--- src/rtl/add_share_arb_pkg.sv ---
// Shared types and helpers for add_share_arb: FSM state encoding, datapath width,
// and the carry/overflow equations used when ADD_ARB_FLAGS_EN is defined.
package add_arb_pkg;

  localparam int DATA_W = 16;

  typedef enum logic [1:0] {
    IDLE = 2'd0,
    CALC = 2'd1,
    RESP = 2'd2
  } arb_state_t;

  // CLA16b has no carry-out port, so it is rebuilt from the operand and sum MSBs.
  function automatic logic add_cout(input logic a15, input logic b15, input logic s15);
    return (a15 & b15) | ((a15 ^ b15) & ~s15);
  endfunction

  function automatic logic add_ovf(input logic a15, input logic b15, input logic s15);
    return (a15 == b15) & (s15 != a15);
  endfunction

endpackage

--- src/rtl/add_share_arb_cla16b.sv ---
// 16-bit carry-lookahead adder: four 4-bit lookahead groups with group
// propagate/generate chained across the groups.
module CLA16b (
  input  logic [15:0] a,
  input  logic [15:0] b,
  input  logic        cin,
  output logic [15:0] sum
);

  logic [15:0] w_p;
  logic [15:0] w_g;

  assign w_p = a ^ b;
  assign w_g = a & b;

  // Per-group carries expanded from each group's carry-in
  always_comb begin
    logic [16:0] c;
    c    = 17'd0;
    c[0] = cin;
    for (int k = 0; k < 4; k++) begin
      c[4*k+1] = w_g[4*k] | (w_p[4*k] & c[4*k]);
      c[4*k+2] = w_g[4*k+1] | (w_p[4*k+1] & w_g[4*k])
               | (w_p[4*k+1] & w_p[4*k] & c[4*k]);
      c[4*k+3] = w_g[4*k+2] | (w_p[4*k+2] & w_g[4*k+1])
               | (w_p[4*k+2] & w_p[4*k+1] & w_g[4*k])
               | (w_p[4*k+2] & w_p[4*k+1] & w_p[4*k] & c[4*k]);
      c[4*k+4] = w_g[4*k+3] | (w_p[4*k+3] & w_g[4*k+2])
               | (w_p[4*k+3] & w_p[4*k+2] & w_g[4*k+1])
               | (w_p[4*k+3] & w_p[4*k+2] & w_p[4*k+1] & w_g[4*k])
               | (w_p[4*k+3] & w_p[4*k+2] & w_p[4*k+1] & w_p[4*k] & c[4*k]);
    end
    sum = w_p ^ c[15:0];
  end

endmodule

--- src/rtl/add_share_arb_rr_arbiter.sv ---
// Combinational round-robin arbiter: one-hot grant to the first set request
// at or after ptr, wrapping from N-1 to 0.
module rr_arbiter #(
  parameter int N  = 4,
  parameter int PW = $clog2(N)
) (
  input  logic [N-1:0]  req,
  input  logic [PW-1:0] ptr,
  output logic [N-1:0]  gnt
);

  logic [2*N-1:0] w_dbl;
  logic [N-1:0]   w_rot;
  logic [N-1:0]   w_first;
  logic [2*N-1:0] w_gnt_dbl;

  // Rotate so ptr sits at bit 0, isolate the lowest set bit, rotate back.
  assign w_dbl     = {req, req} >> ptr;
  assign w_rot     = w_dbl[N-1:0];
  assign w_first   = w_rot & (~w_rot + {{(N-1){1'b0}}, 1'b1});
  assign w_gnt_dbl = {w_first, w_first} << ptr;
  assign gnt       = w_gnt_dbl[2*N-1:N];

endmodule

--- src/rtl/add_share_arb.sv ---
// Round-robin shared 16-bit adder with tagged valid/ready response.
// Define ADD_ARB_FLAGS_EN to add the rsp_cout / rsp_ovf flag outputs.
module add_share_arb
  import add_arb_pkg::*;
#(
  parameter int NUM_REQ = 4,
  parameter int ID_W    = $clog2(NUM_REQ)
) (
  input  logic                           clk,
  input  logic                           rst_n,
  input  logic [NUM_REQ-1:0]             req_valid,
  output logic [NUM_REQ-1:0]             req_ready,
  input  logic [NUM_REQ-1:0][DATA_W-1:0] req_a,
  input  logic [NUM_REQ-1:0][DATA_W-1:0] req_b,
  input  logic [NUM_REQ-1:0]             req_cin,
  output logic                           rsp_valid,
  input  logic                           rsp_ready,
  output logic [DATA_W-1:0]              rsp_sum,
`ifdef ADD_ARB_FLAGS_EN
  output logic                           rsp_cout,
  output logic                           rsp_ovf,
`endif
  output logic [ID_W-1:0]                rsp_id
);

  arb_state_t          r_state;
  arb_state_t          w_state_nxt;
  logic [ID_W-1:0]     r_rr_ptr;
  logic [DATA_W-1:0]   r_a;
  logic [DATA_W-1:0]   r_b;
  logic                r_cin;
  logic [ID_W-1:0]     r_id;
  logic                r_rsp_valid;
  logic [DATA_W-1:0]   r_rsp_sum;
  logic [ID_W-1:0]     r_rsp_id;
  logic [NUM_REQ-1:0]  w_gnt;
  logic [ID_W-1:0]     w_gnt_idx;
  logic [DATA_W-1:0]   w_sum;
  logic                w_xfer;

  rr_arbiter #(.N(NUM_REQ), .PW(ID_W)) u_arb (
    .req (req_valid),
    .ptr (r_rr_ptr),
    .gnt (w_gnt)
  );

  CLA16b u_cla (
    .a   (r_a),
    .b   (r_b),
    .cin (r_cin),
    .sum (w_sum)
  );

  // One-hot grant to requester index
  always_comb begin
    w_gnt_idx = '0;
    for (int i = 0; i < NUM_REQ; i++) begin
      if (w_gnt[i]) begin
        w_gnt_idx = ID_W'(i);
      end else begin
        w_gnt_idx = w_gnt_idx;
      end
    end
  end

  assign w_xfer = (r_state == IDLE) & rst_n & (|w_gnt);

  // State register
  always_ff @(posedge clk) begin
    if (!rst_n) begin
      r_state <= IDLE;
    end else begin
      r_state <= w_state_nxt;
    end
  end

  // Next-state and grant decode
  always_comb begin
    w_state_nxt = r_state;
    req_ready   = '0;
    case (r_state)
      IDLE: begin
        if (rst_n) begin
          req_ready = w_gnt;
        end else begin
          req_ready = '0;
        end
        if (w_xfer) begin
          w_state_nxt = CALC;
        end else begin
          w_state_nxt = IDLE;
        end
      end
      CALC: w_state_nxt = RESP;
      RESP: begin
        if (rsp_ready) begin
          w_state_nxt = IDLE;
        end else begin
          w_state_nxt = RESP;
        end
      end
      default: w_state_nxt = IDLE;
    endcase
  end

  // Operand capture, pointer advance, and result registers
  always_ff @(posedge clk) begin
    if (!rst_n) begin
      r_rr_ptr    <= '0;
      r_a         <= '0;
      r_b         <= '0;
      r_cin       <= 1'b0;
      r_id        <= '0;
      r_rsp_valid <= 1'b0;
      r_rsp_sum   <= '0;
      r_rsp_id    <= '0;
    end else begin
      if (w_xfer) begin
        r_a      <= req_a[w_gnt_idx];
        r_b      <= req_b[w_gnt_idx];
        r_cin    <= req_cin[w_gnt_idx];
        r_id     <= w_gnt_idx;
        r_rr_ptr <= (w_gnt_idx == ID_W'(NUM_REQ - 1)) ? '0 : w_gnt_idx + ID_W'(1);
      end
      if (r_state == CALC) begin
        r_rsp_valid <= 1'b1;
        r_rsp_sum   <= w_sum;
        r_rsp_id    <= r_id;
      end else if ((r_state == RESP) && rsp_ready) begin
        r_rsp_valid <= 1'b0;
      end
    end
  end

`ifdef ADD_ARB_FLAGS_EN
  logic r_rsp_cout;
  logic r_rsp_ovf;

  // Flags registered alongside the sum
  always_ff @(posedge clk) begin
    if (!rst_n) begin
      r_rsp_cout <= 1'b0;
      r_rsp_ovf  <= 1'b0;
    end else if (r_state == CALC) begin
      r_rsp_cout <= add_cout(r_a[DATA_W-1], r_b[DATA_W-1], w_sum[DATA_W-1]);
      r_rsp_ovf  <= add_ovf(r_a[DATA_W-1], r_b[DATA_W-1], w_sum[DATA_W-1]);
    end
  end

  assign rsp_cout = r_rsp_cout;
  assign rsp_ovf  = r_rsp_ovf;
`endif

  assign rsp_valid = r_rsp_valid;
  assign rsp_sum   = r_rsp_sum;
  assign rsp_id    = r_rsp_id;

endmodule

--- config.mk ---
export PLATFORM = sky130hd
export DESIGN_NAME = add_share_arb
export DESIGN_NICKNAME = d
export VERILOG_FILES = /design/src/rtl/add_share_arb_pkg.sv /design/src/rtl/add_share_arb_cla16b.sv /design/src/rtl/add_share_arb_rr_arbiter.sv /design/src/rtl/add_share_arb.sv
export SDC_FILE = /design/constraint.sdc
export NUM_CORES = 1
export LEC_CHECK = 0
export ABC_CLOCK_PERIOD_IN_PS = 3200
export BUFFER_PORTS_ARGS = -buffer_cell sky130_fd_sc_hd__buf_2
export CAP_MARGIN = 5
export CORE_UTILIZATION = 49
export DETAILED_ROUTE_END_ITERATION = 8
export PLACE_DENSITY = 0.82
export SYNTH_ARGS = -nofsm -noshare
export SYNTH_HDL_FRONTEND = slang
export SYNTH_HIERARCHICAL = 1
export SYNTH_SLANG_ARGS = --single-unit
export TNS_END_PERCENT = 10
--- constraint.sdc ---
create_clock -name clk -period 3.2 [get_ports clk]
set_clock_uncertainty 0.15 [all_clocks]
set_input_delay 0.16 -clock clk [delete_from_list [all_inputs] [get_ports clk]]
set_output_delay 0.16 -clock clk [all_outputs]
set_load 0.05 [all_outputs]
# Word level (Yosys, flattened, before mapping)
# Index checks and enable logic that the tools add are counted.
# op_classes
magnitude_cmp	1
n_addsub	2
reduce_logical	4
shifts	2
n_eq_ne	3
n_mux	17
bitwise	100
# op_table
op	count
$bmux 16 s2	2
$and 1x1->1	59
$or 1x1->1	36
$mux 16	2
$xor 16x16->16	2
$and 15x15->15	1
$mux 2	4
$mux 4	2
$shl 8x2->8	1
$shr 8x2->4	1
$pmux 2 s3	1
$mux 1	5
$add 4x1->4 const B	1
$and 4x4->4	1
$eq 2x2->1 const B	2
$not 4->4	1
$reduce_or 4->1	1
$lt 2x3->1 const B	1
$add 2x1->2 const B	1
$bmux 1 s2	1
$eq 2x1->1 const B	1
$logic_not 2->1	1
$reduce_bool 2->1	1
$logic_and 1x1->1	1
# totals
output_inout_bits	23
regBits	58

# Depth between registers and ports, before layout
# Gate-level depths: netlist of the first run.
# depth
ltp_word	13
ltp_mapped	9
mapped_depth_nobuf	9

# Modules after synthesis
# The synthesis of the first run kept the hierarchy.
# modules_own_cells
mod	instances	area_per_inst_um2	cells_per_inst
add_share_arb	1	3020.4	309
CLA16b	1	719.4	92
rr_arbiter	1	98.8	16

# Least setup slack after synthesis of the first run
# OpenSTA, ideal clock, no wires.
# synth_timing
kind	flip-flop to flip-flop
start	register r_a[7]
end	register r_rsp_sum[13], in the netlist rsp_sum[13]
required_time_ns	2.918
arrival_time_ns	2.004
slack_ns	0.914
stages_incl_launch_ff	10
path_cell_list	dfxtp_1 ha_1 a21oi_1 o211ai_1 a21oi_1 nand2_1 fa_1 xor2_1 nand2_1 a21oi_1
# synth_via
elab_chain_len	11
elab_cells_between_ends	18
# synth_rtl
element	line	source
from (decl)	add_share_arb.sv:29	logic [DATA_W-1:0] r_a;
from (signal assigned)	add_share_arb.sv:119	r_a <= req_a[w_gnt_idx];
$xor 16x16->16	add_share_arb_cla16b.sv:13	assign w_p = a ^ b;
$and 1x1->1, on equally long branches	-	
$or 1x1->1, or another cell as far along	add_share_arb_cla16b.sv:28	c[4*k+4] = w_g[4*k+3] | (w_p[4*k+3] & w_g[4*k+2])
$or 1x1->1, or another cell as far along	add_share_arb_cla16b.sv:29	| (w_p[4*k+3] & w_p[4*k+2] & w_g[4*k+1])
$or 1x1->1 or $and 1x1->1 (tied branches)	add_share_arb_cla16b.sv:30, add_share_arb_cla16b.sv:31	
$or 1x1->1 *	add_share_arb_cla16b.sv:31	| (w_p[4*k+3] & w_p[4*k+2] & w_p[4*k+1] & w_p[4*k] & c[4*k]);
$and 1x1->1 *	add_share_arb_cla16b.sv:31	
$or 1x1->1 *	add_share_arb_cla16b.sv:31	
$and 1x1->1 *	add_share_arb_cla16b.sv:22	c[4*k+1] = w_g[4*k] | (w_p[4*k] & c[4*k]);
$or 1x1->1 *	add_share_arb_cla16b.sv:22	
$xor 16x16->16 *	add_share_arb_cla16b.sv:33	sum = w_p ^ c[15:0];
named net w_sum[13]	add_share_arb.sv:38	logic [DATA_W-1:0] w_sum;
to (signal assigned)	add_share_arb.sv:127	r_rsp_sum <= w_sum;
to (decl)	add_share_arb.sv:34	logic [DATA_W-1:0] r_rsp_sum;
# Mark *: on every way through the listed nets, which the timed path passes. The rest lies on a longest branch.
# A chain may end at the register's enable or synchronous reset.

# Final worst setup path of the first run
# Ends and elaborated chain as after synthesis.

==> run summary, run 1 <==
Status: finished clean
Largest family of logic cells by synthesized area: compound AO/OA/AOI/OAI gates
RSZ-0062 raised after global routing: false
Final worst path period share: 82.1%
Simple-Gate Fraction of Synth Area: 9.97%
Largest net degree at the start of global routing: 55
Critical path's largest stage delay: 0.39 ns
Pleak: 2.20 nW
Fill cells: 620
DIE AREA: 8190 um2
Power share of the combinational group: 39.8%
Critical path fanouts, max: 5
Mux contribution to synthesized area: 9.68%
DPL Wire Length: 7640 um
Met3 Use GR: 4.38%
Final ANT Viol Nets: 0
Worst Reg-to-Reg Cells: 9
TritonRoute pass-1 iters: 5
Synth Area in Compound Gates: 34.6%
Final hold violations: 0
First-pass GRT wire length: 17400 um
Syn Nets: 575
GRT busiest layer: met2
Final Max Slew Viols: 0
Synth Area in Adders: 6.98%
Switching part of the total power: 38.4%
Max-slew headroom: 21.1%
Met1 GRT Util: 30.6%
Number of global-route vias before repair: 3938
Ant. Diodes: 0
Worst Tran Pin Value: 1.18 ns
Nets: 721
Multi-input gate area: 2460 um2
WHS: 0.0764 ns
Worst min path class: input pin to flip-flop
GRT met2 Usage: 46.2%
Critical R2R Capture: rsp_sum[13]
Clock buffer depth: 2
Vias/cell: 5.82
Routed vias: 3882
Clk Latency, worst-skew pair: 0.34 ns
Mapped Area: 3840 um2
Placeable Area: 7410 um2
F_max: 381 MHz
Asr flop ratio synth: 0%
Ratio of cells with drive above 1 in the final layout: 45.6%
Crit path top cell by count: a21oi_1
DRC errors left: 0
Buffers & Inverters on Critical Path: 0
Hold path depth: 3
Critical path class: flip-flop to flip-flop
CTS Sinks: 58
WP data required: 3.21 ns
Post-Syn Instances: 417
Crit path launch type: flip-flop
IO Pins: 162
Crit-path slowest cell: fa_1
Setup repair bufs after CTS: 0
Die Ht: 90.5 um
Critical-path cell list: ha_1 -> a21oi_1 -> o211ai_1 -> a21oi_1 -> nand2_1 -> fa_1 -> xor2_1 -> nand2_1 -> a21oi_1
Num rows: 31
Switching power total: 0.961 mW
Critical path depth: 9
Count of input and output buffers: 161
CTS Root Cell: clkbuf_8
Syn Area/Cell: 9.21 um2
Post-synth EDFFs: 0
Final Setup Violations: 0
FF-to-FF Start: r_a[7]
Syn-to-layout area delta: 26.7%
Netlist cell types: 48
Final WL: 10300 um
Yosys warns: 6
Synthesized flop and latch total: 58
Post-Synth XOR/XNOR Area: 2.51%
Crit path arrival time: 2.64 ns
Max Cap Viol: 0
Initial antenna violation count: 0
CTS tree: done
Crit end category: flip-flop
Clock-pin slew on the worst setup and hold paths: 0.07 ns
Worst Setup EP: rsp_sum[13]
Seq/Total Area, Yosys: 30.2%
Synth Flop Type: dfxtp_1
Wirelength per Cell: 15.4 um
TritonCTS buffer count: 9
DR iter-0 viols: 230
PwrDens: 515 nW/um2
FF+latch area: 1160 um2
Initial Util: 51.8%
Grt ovf: 0
Total Negative Setup Slacks: 0 ns
H-tree Lvls: 3
Internal power: 1.54 mW
Clock power share: 24.1%
Die width: 90.5 um
GRT Total Usage: 26.0%
R2r setup slk: 0.57 ns
Cell family with most CP delay: compound AO/OA/AOI/OAI gates
Final Critical Period: 2.63 ns
Max VDD drop: 0.000255 V
GPL Wtd Cong: 0.899
Critical Path Source: r_a[7]
Sequential Power Share: 36.1%
-- cells in the mapped netlist, types with 2 or more instances --
library cell | n | area, um2
a211oi_1 | 5 | 37.5
a211oi_2 | 29 | 363
a21boi_1 | 2 | 15.0
a21o_1 | 2 | 15.0
a21o_2 | 2 | 17.5
a21oi_1 | 64 | 320
a21oi_2 | 2 | 17.5
a222oi_1 | 33 | 330
a31oi_1 | 2 | 12.5
and2_1 | 5 | 31.3
buf_2 | 5 | 25.0
buf_6 | 5 | 56.3
clkbuf_1 | 25 | 93.8
dfxtp_1 | 58 | 1160
fa_1 | 4 | 80.1
ha_1 | 15 | 188
inv_1 | 13 | 48.8
mux2_2 | 33 | 372
nand2_1 | 46 | 173
nand3_1 | 5 | 25.0
nand4_1 | 2 | 12.5
nor2_1 | 7 | 26.3
nor2b_1 | 6 | 37.5
nor3_1 | 4 | 20.0
o2111ai_1 | 3 | 26.3
o211a_1 | 4 | 40.0
o211ai_1 | 2 | 15.0
o21a_1 | 3 | 22.5
o21ai_0 | 2 | 10.0
o21ai_1 | 2 | 10.0
xnor2_1 | 4 | 35.0
xor2_1 | 7 | 61.3
-- area by class of cell --
| type | instances | area share, % |
|---|---|---|
| multi-input cells | 309 | 50.6 |
| flip-flops and latches | 58 | 23.9 |
| repair buffers | 171 | 18.2 |
| clock buffers | 11 | 3.11 |
| well taps | 99 | 2.55 |
| inverters | 14 | 1.08 |
| clock inverters | 5 | 0.592 |
-- sequential cells by signal, indices dropped and copies added, names as in the netlist --
| name | cells |
|---|---|
| r_a | 16 |
| r_b | 16 |
| r_cin | 1 |
| r_id | 2 |
| r_rr_ptr | 2 |
| r_state | 2 |
| rsp_id | 2 |
| rsp_sum | 16 |
| rsp_valid | 1 |
-- cells in the final DEF, fill, tap and decap left out, drive strengths merged, types with 2 or more instances in the layout --
cell type	instances
clkbuf	11
clkinv	5
a21o	4
nand3	5
dfxtp	58
inv	14
nand4	2
o21a	3
o21ai	5
a21boi	2
o2111ai	3
nor2b	6
nand2	46
nor3	4
a21oi	66
and2	5
o211ai	2
o211a	4
xnor2	4
xor2	7
a222oi	33
dlygate4sd3	2
mux2	33
a31oi	2
nor2	7
a211oi	34
buf	169
ha	15
fa	4
-- power groups by stage --
stage / registers (mW) / logic, mW / clock network [mW]
after floorplan: 0.977 / 0.673 / 0
after global placement: 0.914 / 0.964 / 0
after detailed placement: 0.916 / 0.984 / 0
after CTS: 0.902 / 0.995 / 0.614
after global routing: 0.916 / 1.09 / 0.647
final: 0.903 / 0.995 / 0.604
-- metal layers --
layer  vias up  wire length, um
li1       1899                -
met1      1817             4360
met2       148             5160
met3        18              550
met4         0              203
met5         -                0
-- how the worst min path moves through the flow --
stage / from / to
after floorplan: rst_n / r_rr_ptr[1]
after global placement: r_id[1] / rsp_id[1]
after detailed placement: rsp_sum[1] / rsp_sum[1]
after CTS: req_b[32] / r_b[0]
after global routing: req_a[35] / r_a[3]
final: req_b[32] / r_b[0]
-- cells by family after synthesis --
kind of cell               after synthesis
adders and majority gates               19
and+or+nand+nor                         82
AOI/OAI and AO/OA                      164
muxes                                   33
xor gates and xnor gates                11
buffers and inverters                   50
DFF                                     58
-- metrics by stage --
step	area (um2)	std cells	power [mW]	setup WS, ns	utilization (%)
global route	4860	667	2.65	0.376	65.6
CTS	4860	667	2.51	0.580	65.6
detailed placement	4660	649	1.90	0.613	62.9
global placement	4660	649	1.88	0.713	62.9
floorplan	3840	417	1.65	0.914	-
finish	4860	667	2.50	0.573	65.6
-- worst reg2reg max path, cell delays in order (launching register included) --
cell and delay (ns):
dfxtp_1 0.32, ha_1 0.35, a21oi_1 0.29, o211ai_1 0.15
a21oi_1 0.38, nand2_1 0.12, fa_1 0.39, xor2_1 0.18
nand2_1 0.06, a21oi_1 0.05
-- timing repair --
| action | in CTS | in global routing |
|---|---|---|
| endpoints found under the hold margin | 5 | 0 |
| hold buffers | 2 | 0 |
| resized for setup | 0 | 0 |
No activity file was read; power rests on OpenSTA's default activity.
==> run 2: changes to the inputs <==
--- a/config.mk
+++ b/config.mk
@@ -5,7 +5,7 @@
 export SDC_FILE = /design/constraint.sdc
 export NUM_CORES = 1
 export LEC_CHECK = 0
-export ABC_CLOCK_PERIOD_IN_PS = 3200
+export ABC_CLOCK_PERIOD_IN_PS = 2700
 export BUFFER_PORTS_ARGS = -buffer_cell sky130_fd_sc_hd__buf_2
 export CAP_MARGIN = 5
 export CORE_UTILIZATION = 49
==> constraint.sdc (replaced) <==
create_clock -name clk -period 2.7 [get_ports clk]
set_clock_uncertainty 0.15 [all_clocks]
set_input_delay 0.135 -clock clk [delete_from_list [all_inputs] [get_ports clk]]
set_output_delay 0.135 -clock clk [all_outputs]
set_load 0.05 [all_outputs]
==> run 2 against run 1 <==
Compared with the run above: global-route usage up 1.1 points; critical path depth down 3; utilization rose by 0.42 points; critical path type unchanged; largest power group unchanged.
==> run summary, run 2 (synthesis results as in run 1) <==
Critical R2R Capture: r_id[0]
Crit path launch type: flip-flop
Final WL: 11000 um (+6.8%)
GPL Wtd Cong: 0.867 (-3.5%)
Worst Tran Pin Value: 0.930 ns (-0.251 ns)
Clock buffer depth: 2 (unchanged)
CTS Root Cell: clkbuf_8
Commonest non-fill, non-tap cell in the layout: buf_2
Routed vias: 4030 (+3.8%)
Grt ovf: 0 (unchanged)
Status: finished clean
Syn-to-layout area delta: 27.5%
Hold Path Sink: r_b[3]
Critical path class: flip-flop to flip-flop
DR iter-0 viols: 316 (+37%)
GRT Total Usage: 27.0% (+1.1 points)
Count of input and output buffers: 161 (unchanged)
Nets: 725 (+0.55%)
TritonCTS buffer count: 9 (unchanged)
FF-to-FF Start: r_rr_ptr[0]
Fill cells: 612 (-1.3%)
Total Negative Setup Slacks: 0 ns (unchanged)
H-tree Lvls: 3 (unchanged)
Die Ht: 90.5 um (unchanged)
Hold path start: req_b[35]
Pleak: 2.21 nW (+0.54%)
Worst Reg-to-Reg Cells: 6 (-3)
Crit path arrival time: 2.65 ns (about the same)
Vias/cell: 6.01 (+3.2%)
Max VDD drop: 0.000286 V (+12%)
Final hold violations: 0 (unchanged)
RSZ-0062 raised after global routing: false
Initial antenna violation count: 0 (unchanged)
Final ANT Viol Nets: 0 (unchanged)
Final Critical Period: 2.58 ns (-0.0488 ns)
Ant. Diodes: 0 (unchanged)
CTS Sinks: 58 (unchanged)
Commonest cells after routing, fill and taps aside: 161 x buf_2, 64 x a21oi_1, 58 x dfxtp_1
WP data required: 2.78 ns (-0.43 ns)
Placed Instances: 653 (+0.62%)
Final worst path period share: 95.5% (+13 points)
Final Setup Violations: 0 (unchanged)
Final Max Slew Viols: 0 (unchanged)
DIE AREA: 8190 um2 (unchanged)
Initial Util: 51.8% (unchanged)
Critical path fanouts, max: 35 (+30)
TritonRoute pass-1 iters: 7 (+2)
First-pass GRT wire length: 17900 um (+2.6%)
Placeable Area: 7410 um2 (unchanged)
R2r setup slk: 0.12 ns (-0.45 ns)
Max-slew headroom: 38.0% (+17 points)
PwrDens: 603 nW/um2 (+17%)
DRC errors left: 0 (unchanged)
Crit end category: flip-flop
Largest net degree at the start of global routing: 44 (-20%)
DPL Wire Length: 8290 um (+8.4%)
CTS tree: done
Num rows: 31 (unchanged)
Wirelength per Cell: 16.4 um (+6.2%)
Clock-pin slew on the worst setup and hold paths: 0.06 ns (about the same)
Worst min path class: input pin to flip-flop
Ratio of cells with drive above 1 in the final layout: 45.5% (-0.14 points)
Max Cap Viol: 0 (unchanged)
Number of global-route vias before repair: 3908 (-0.76%)
Clk Latency, worst-skew pair: 0.33 ns (about the same)
F_max: 388 MHz (+1.9%)
IO Pins: 162 (unchanged)
Final std cells w/o fill: 671 (+0.60%)
Die width: 90.5 um (unchanged)
Hold path depth: 3 (unchanged)
Final core occ: 66.1% (+0.42 points)
[run 2: cell count changes in the layout (fill, tap and decap cells not counted)]
cell / delta
clkinv_2: -1
nor2b_2: -1
clkbuf_8: -1
buf_12: +1
nor2b_4: +1
clkinv_4: -1
buf_4: +3
clkbuf_1: +3
[run 2: worst max-delay path by stage]
stage | start | end | slack, ns | depth (start not counted)
floorplan | r_a[7] | rsp_sum[13] | 0.41 | 9
global placement | r_rr_ptr[0] | r_id[0] | 0.26 | 6
detailed placement | r_rr_ptr[0] | r_b[12] | 0.10 | 7
CTS | r_rr_ptr[0] | r_b[12] | 0.07 | 7
global route | r_rr_ptr[0] | r_id[0] | 0.03 | 6
finish | r_rr_ptr[0] | r_id[0] | 0.12 | 6
[run 2: power breakdown]
group          internal [mW]  switching [mW]
Clock                  0.354           0.320
Sequential             0.975          0.0973
Combinational          0.485           0.721
Total                   1.81            1.14
[run 2: metal layers]
| layer | global-route usage [%] | routed length (um) | up-vias |
|---|---|---|---|
| met5 | 0 | 0 | - |
| met1 | 31.3 | 4490 | 1896 |
| li1 | - | - | 1914 |
| met3 | 4.71 | 656 | 32 |
| met4 | 14.4 | 378 | 0 |
| met2 | 47.2 | 5450 | 188 |
[run 2: critical path: stages, from the launching register on]
cell and delay [ns]:
dfxtp_1 0.38, inv_1 0.11, a21oi_1 0.07, o211a_1 0.32
or4_1 0.58, and2_2 0.52, o211a_1 0.34
[run 2: cell type report]
cell class | instances | area, um2 | share of cell area (%)
inverters | 14 | 52.6 | 1.07
clock buffers | 13 | 149 | 3.04
well taps | 99 | 124 | 2.53
flip-flops and latches | 58 | 1160 | 23.7
repair buffers | 175 | 928 | 19.0
clock inverters | 3 | 15.0 | 0.307
multi-input cells | 309 | 2460 | 50.3
[run 2: stage by stage]
stage | hold WS [ns] | power, mW | area [um2] | setup WS, ns
2_1_floorplan | 0.102 | 1.95 | 3840 | 0.414
3_3_place_gp | 0.276 | 2.24 | 4700 | 0.262
3_5_place_dp | 0.279 | 2.28 | 4700 | 0.100
4_1_cts | 0.0387 | 2.96 | 4890 | 0.0690
5_1_grt | 0.0613 | 3.12 | 4890 | 0.0288
6_report | 0.0486 | 2.95 | 4890 | 0.122
[run 2: timing repair]
item                                   CTS  global route
gates resized for setup                  0             1
endpoints found under the hold margin    5             0
setup endpoints to repair                0            22
hold buffers                             2             0
setup buffers                            0             0
==> run 3: changes to the inputs <==
--- a/config.mk
+++ b/config.mk
@@ -10,7 +10,7 @@
 export CAP_MARGIN = 5
 export CORE_UTILIZATION = 49
 export DETAILED_ROUTE_END_ITERATION = 8
-export PLACE_DENSITY = 0.82
+export PLACE_DENSITY = 0.9
 export SYNTH_ARGS = -nofsm -noshare
 export SYNTH_HDL_FRONTEND = slang
 export SYNTH_HIERARCHICAL = 1
==> run 3 against run 2 <==
Compared with the run above: clock power up 31%; critical path type unchanged; sequential cell count unchanged; combinational power about the same; fmax up 1.5%; first-iteration DRC count down 15%; via count down 0.12%; register-to-register slack better by 0.04 ns; count of clock-buffer cells in the layout down 3; largest cell class unchanged; cell count down 0.15%.
==> run summary, run 3 (synthesis results as in run 1) <==
TritonRoute pass-1 iters: 8 (+1)
WHS: 0.0479 ns (-0.000751 ns)
Buffers & Inverters on Critical Path: 1 (unchanged)
Final WL: 11000 um (+0.67%)
Critical-path cell list: inv_1 -> nor3_1 -> o31a_1 -> nor2b_4 -> a222oi_1 -> a211oi_1
Worst min path class: input pin to flip-flop
Largest net degree at the start of global routing: 44 (unchanged)
Multi-input gate area: 2460 um2 (about the same)
GPL Wtd Cong: 0.872 (+0.50%)
TritonCTS buffer count: 9 (unchanged)
Area after DPL: 4700 um2 (-0.16%)
Clock-pin slew on the worst setup and hold paths: 0.07 ns (about the same)
GRT Total Usage: 27.4% (+0.38 points)
Initial antenna violation count: 0 (unchanged)
RSZ-0062 raised after global routing: false
First-pass GRT wire length: 18200 um (+1.5%)
FF+latch area: 1160 um2 (unchanged)
Pleak: 2.22 nW (+0.34%)
Crit-path slowest cell: nor2b_4
Worst Tran Pin Value: 0.740 ns (-0.190 ns)
Fill cells: 618 (+0.98%)
Final Critical Period: 2.54 ns (-0.0371 ns)
Clock buffer depth: 2 (unchanged)
Clk Latency, worst-skew pair: 0.34 ns (about the same)
DPL Wire Length: 8360 um (+0.83%)
Num rows: 31 (unchanged)
Critical path class: flip-flop to flip-flop
Cell family with most CP delay: simple AND/OR/NAND/NOR gates
Die width: 90.5 um (unchanged)
DRC errors left: 0 (unchanged)
Placeable Area: 7410 um2 (unchanged)
Crit path launch type: flip-flop
Commonest non-fill, non-tap cell in the layout: buf_2
CTS Root Cell: clkbuf_8
Final hold violations: 0 (unchanged)
Number of global-route vias before repair: 4090 (+4.7%)
Crit path arrival time: 2.63 ns (-0.02 ns)
Grt ovf: 0 (unchanged)
PwrDens: 639 nW/um2 (+6.0%)
Total power: 3.16 mW (+7.1%)
Final Setup Violations: 0 (unchanged)
Syn-to-layout area delta: 28.8%
Ant. Diodes: 0 (unchanged)
Routed vias: 4025 (-0.12%)
CTS tree: done
Max Cap Viol: 0 (unchanged)
Status: finished clean
IO Pins: 162 (unchanged)
Max-slew headroom: 50.6% (+13 points)
Vias/cell: 6.01 (about the same)
DIE AREA: 8190 um2 (unchanged)
DR iter-0 viols: 270 (-15%)
Crit end category: flip-flop
Count of input and output buffers: 161 (unchanged)
Final worst path period share: 94.1% (-1.4 points)
H-tree Lvls: 3 (unchanged)
Final Max Slew Viols: 0 (unchanged)
Commonest cells after routing, fill and taps aside: 161 x buf_2, 64 x a21oi_1, 58 x dfxtp_1
CTS Sinks: 58 (unchanged)
Setup repair bufs after CTS: 0 (unchanged)
Critical path's largest stage delay: 0.68 ns (+0.10 ns)
Initial Util: 51.8% (unchanged)
Critical path fanouts, max: 33 (-5.7%)
Max VDD drop: 0.000290 V (+1.4%)
WP data required: 2.79 ns (about the same)
Nets: 724 (-0.14%)
Final core occ: 66.8% (+0.71 points)
Final ANT Viol Nets: 0 (unchanged)
Die Ht: 90.5 um (unchanged)
Wirelength per Cell: 16.5 um (+0.82%)
Post-route cell area: 4950 um2 (+1.1%)
Ratio of cells with drive above 1 in the final layout: 45.7% (+0.25 points)
F_max: 394 MHz (+1.5%)
[run 3: cell types whose count changed in the layout (fill, tap and decap cells not counted), moves of 2 or more]
cell,before,now
clkinv_2,3,0
clkinvlp_4,0,3
buf_4,11,9
bufinv_16,0,2
clkbuf_1,3,1
[run 3: tightest hold or removal path, delay by kind of cell]
kind | cells | cell delay [ns]
buffers and inverters | 1 | 0.07
AOI/OAI and AO/OA | 2 | 0.29
[run 3: layer usage]
metal,vias to the layer above,routed length (um),track usage [%]
li1,1912,-,-
met1,1872,4370,30.2
met2,202,5530,49.0
met3,39,779,6.82
met4,0,375,12.9
met5,-,0,0
[run 3: final timing paths]
check	from	to	slack (ns)	cells after the start
setup / recovery	r_rr_ptr[0]	r_b[6]	0.16	6
hold / removal	req_a[41]	r_a[9]	0.05	3
setup reg to reg	r_rr_ptr[0]	r_b[6]	0.16	6
hold reg to reg	rsp_sum[5]	rsp_sum[5]	0.30	2
[run 3: area by class of cell]
class,instances,share of cell area [%]
Sequential cell,58,23.5
Clock buffer,10,2.58
Clock inverter,6,1.85
Timing Repair Buffer,174,18.7
Tap cell,99,2.50
Multi-Input combinational cell,309,49.8
Inverter,14,1.06
[run 3: per-stage QoR]
step | std cells | TNS, ns | setup WS [ns]
2_1_floorplan | 417 | 0 | 0.414
3_3_place_gp | 652 | 0 | 0.0360
3_5_place_dp | 652 | -3.41 | -0.181
4_1_cts | 670 | 0 | 0.109
5_1_grt | 670 | 0 | 0.0195
6_report | 670 | 0 | 0.159
[run 3: report_power, final]
part | internal (mW) | switching (mW)
sequential | 0.974 | 0.103
clock | 0.521 | 0.362
combinational | 0.488 | 0.714
[run 3: timing repair]
| action | in CTS | in global routing |
|---|---|---|
| setup endpoints to repair | 33 | 7 |
| hold buffers | 2 | 0 |
| endpoints found under the hold margin | 5 | 0 |
| resized for setup | 1 | 2 |
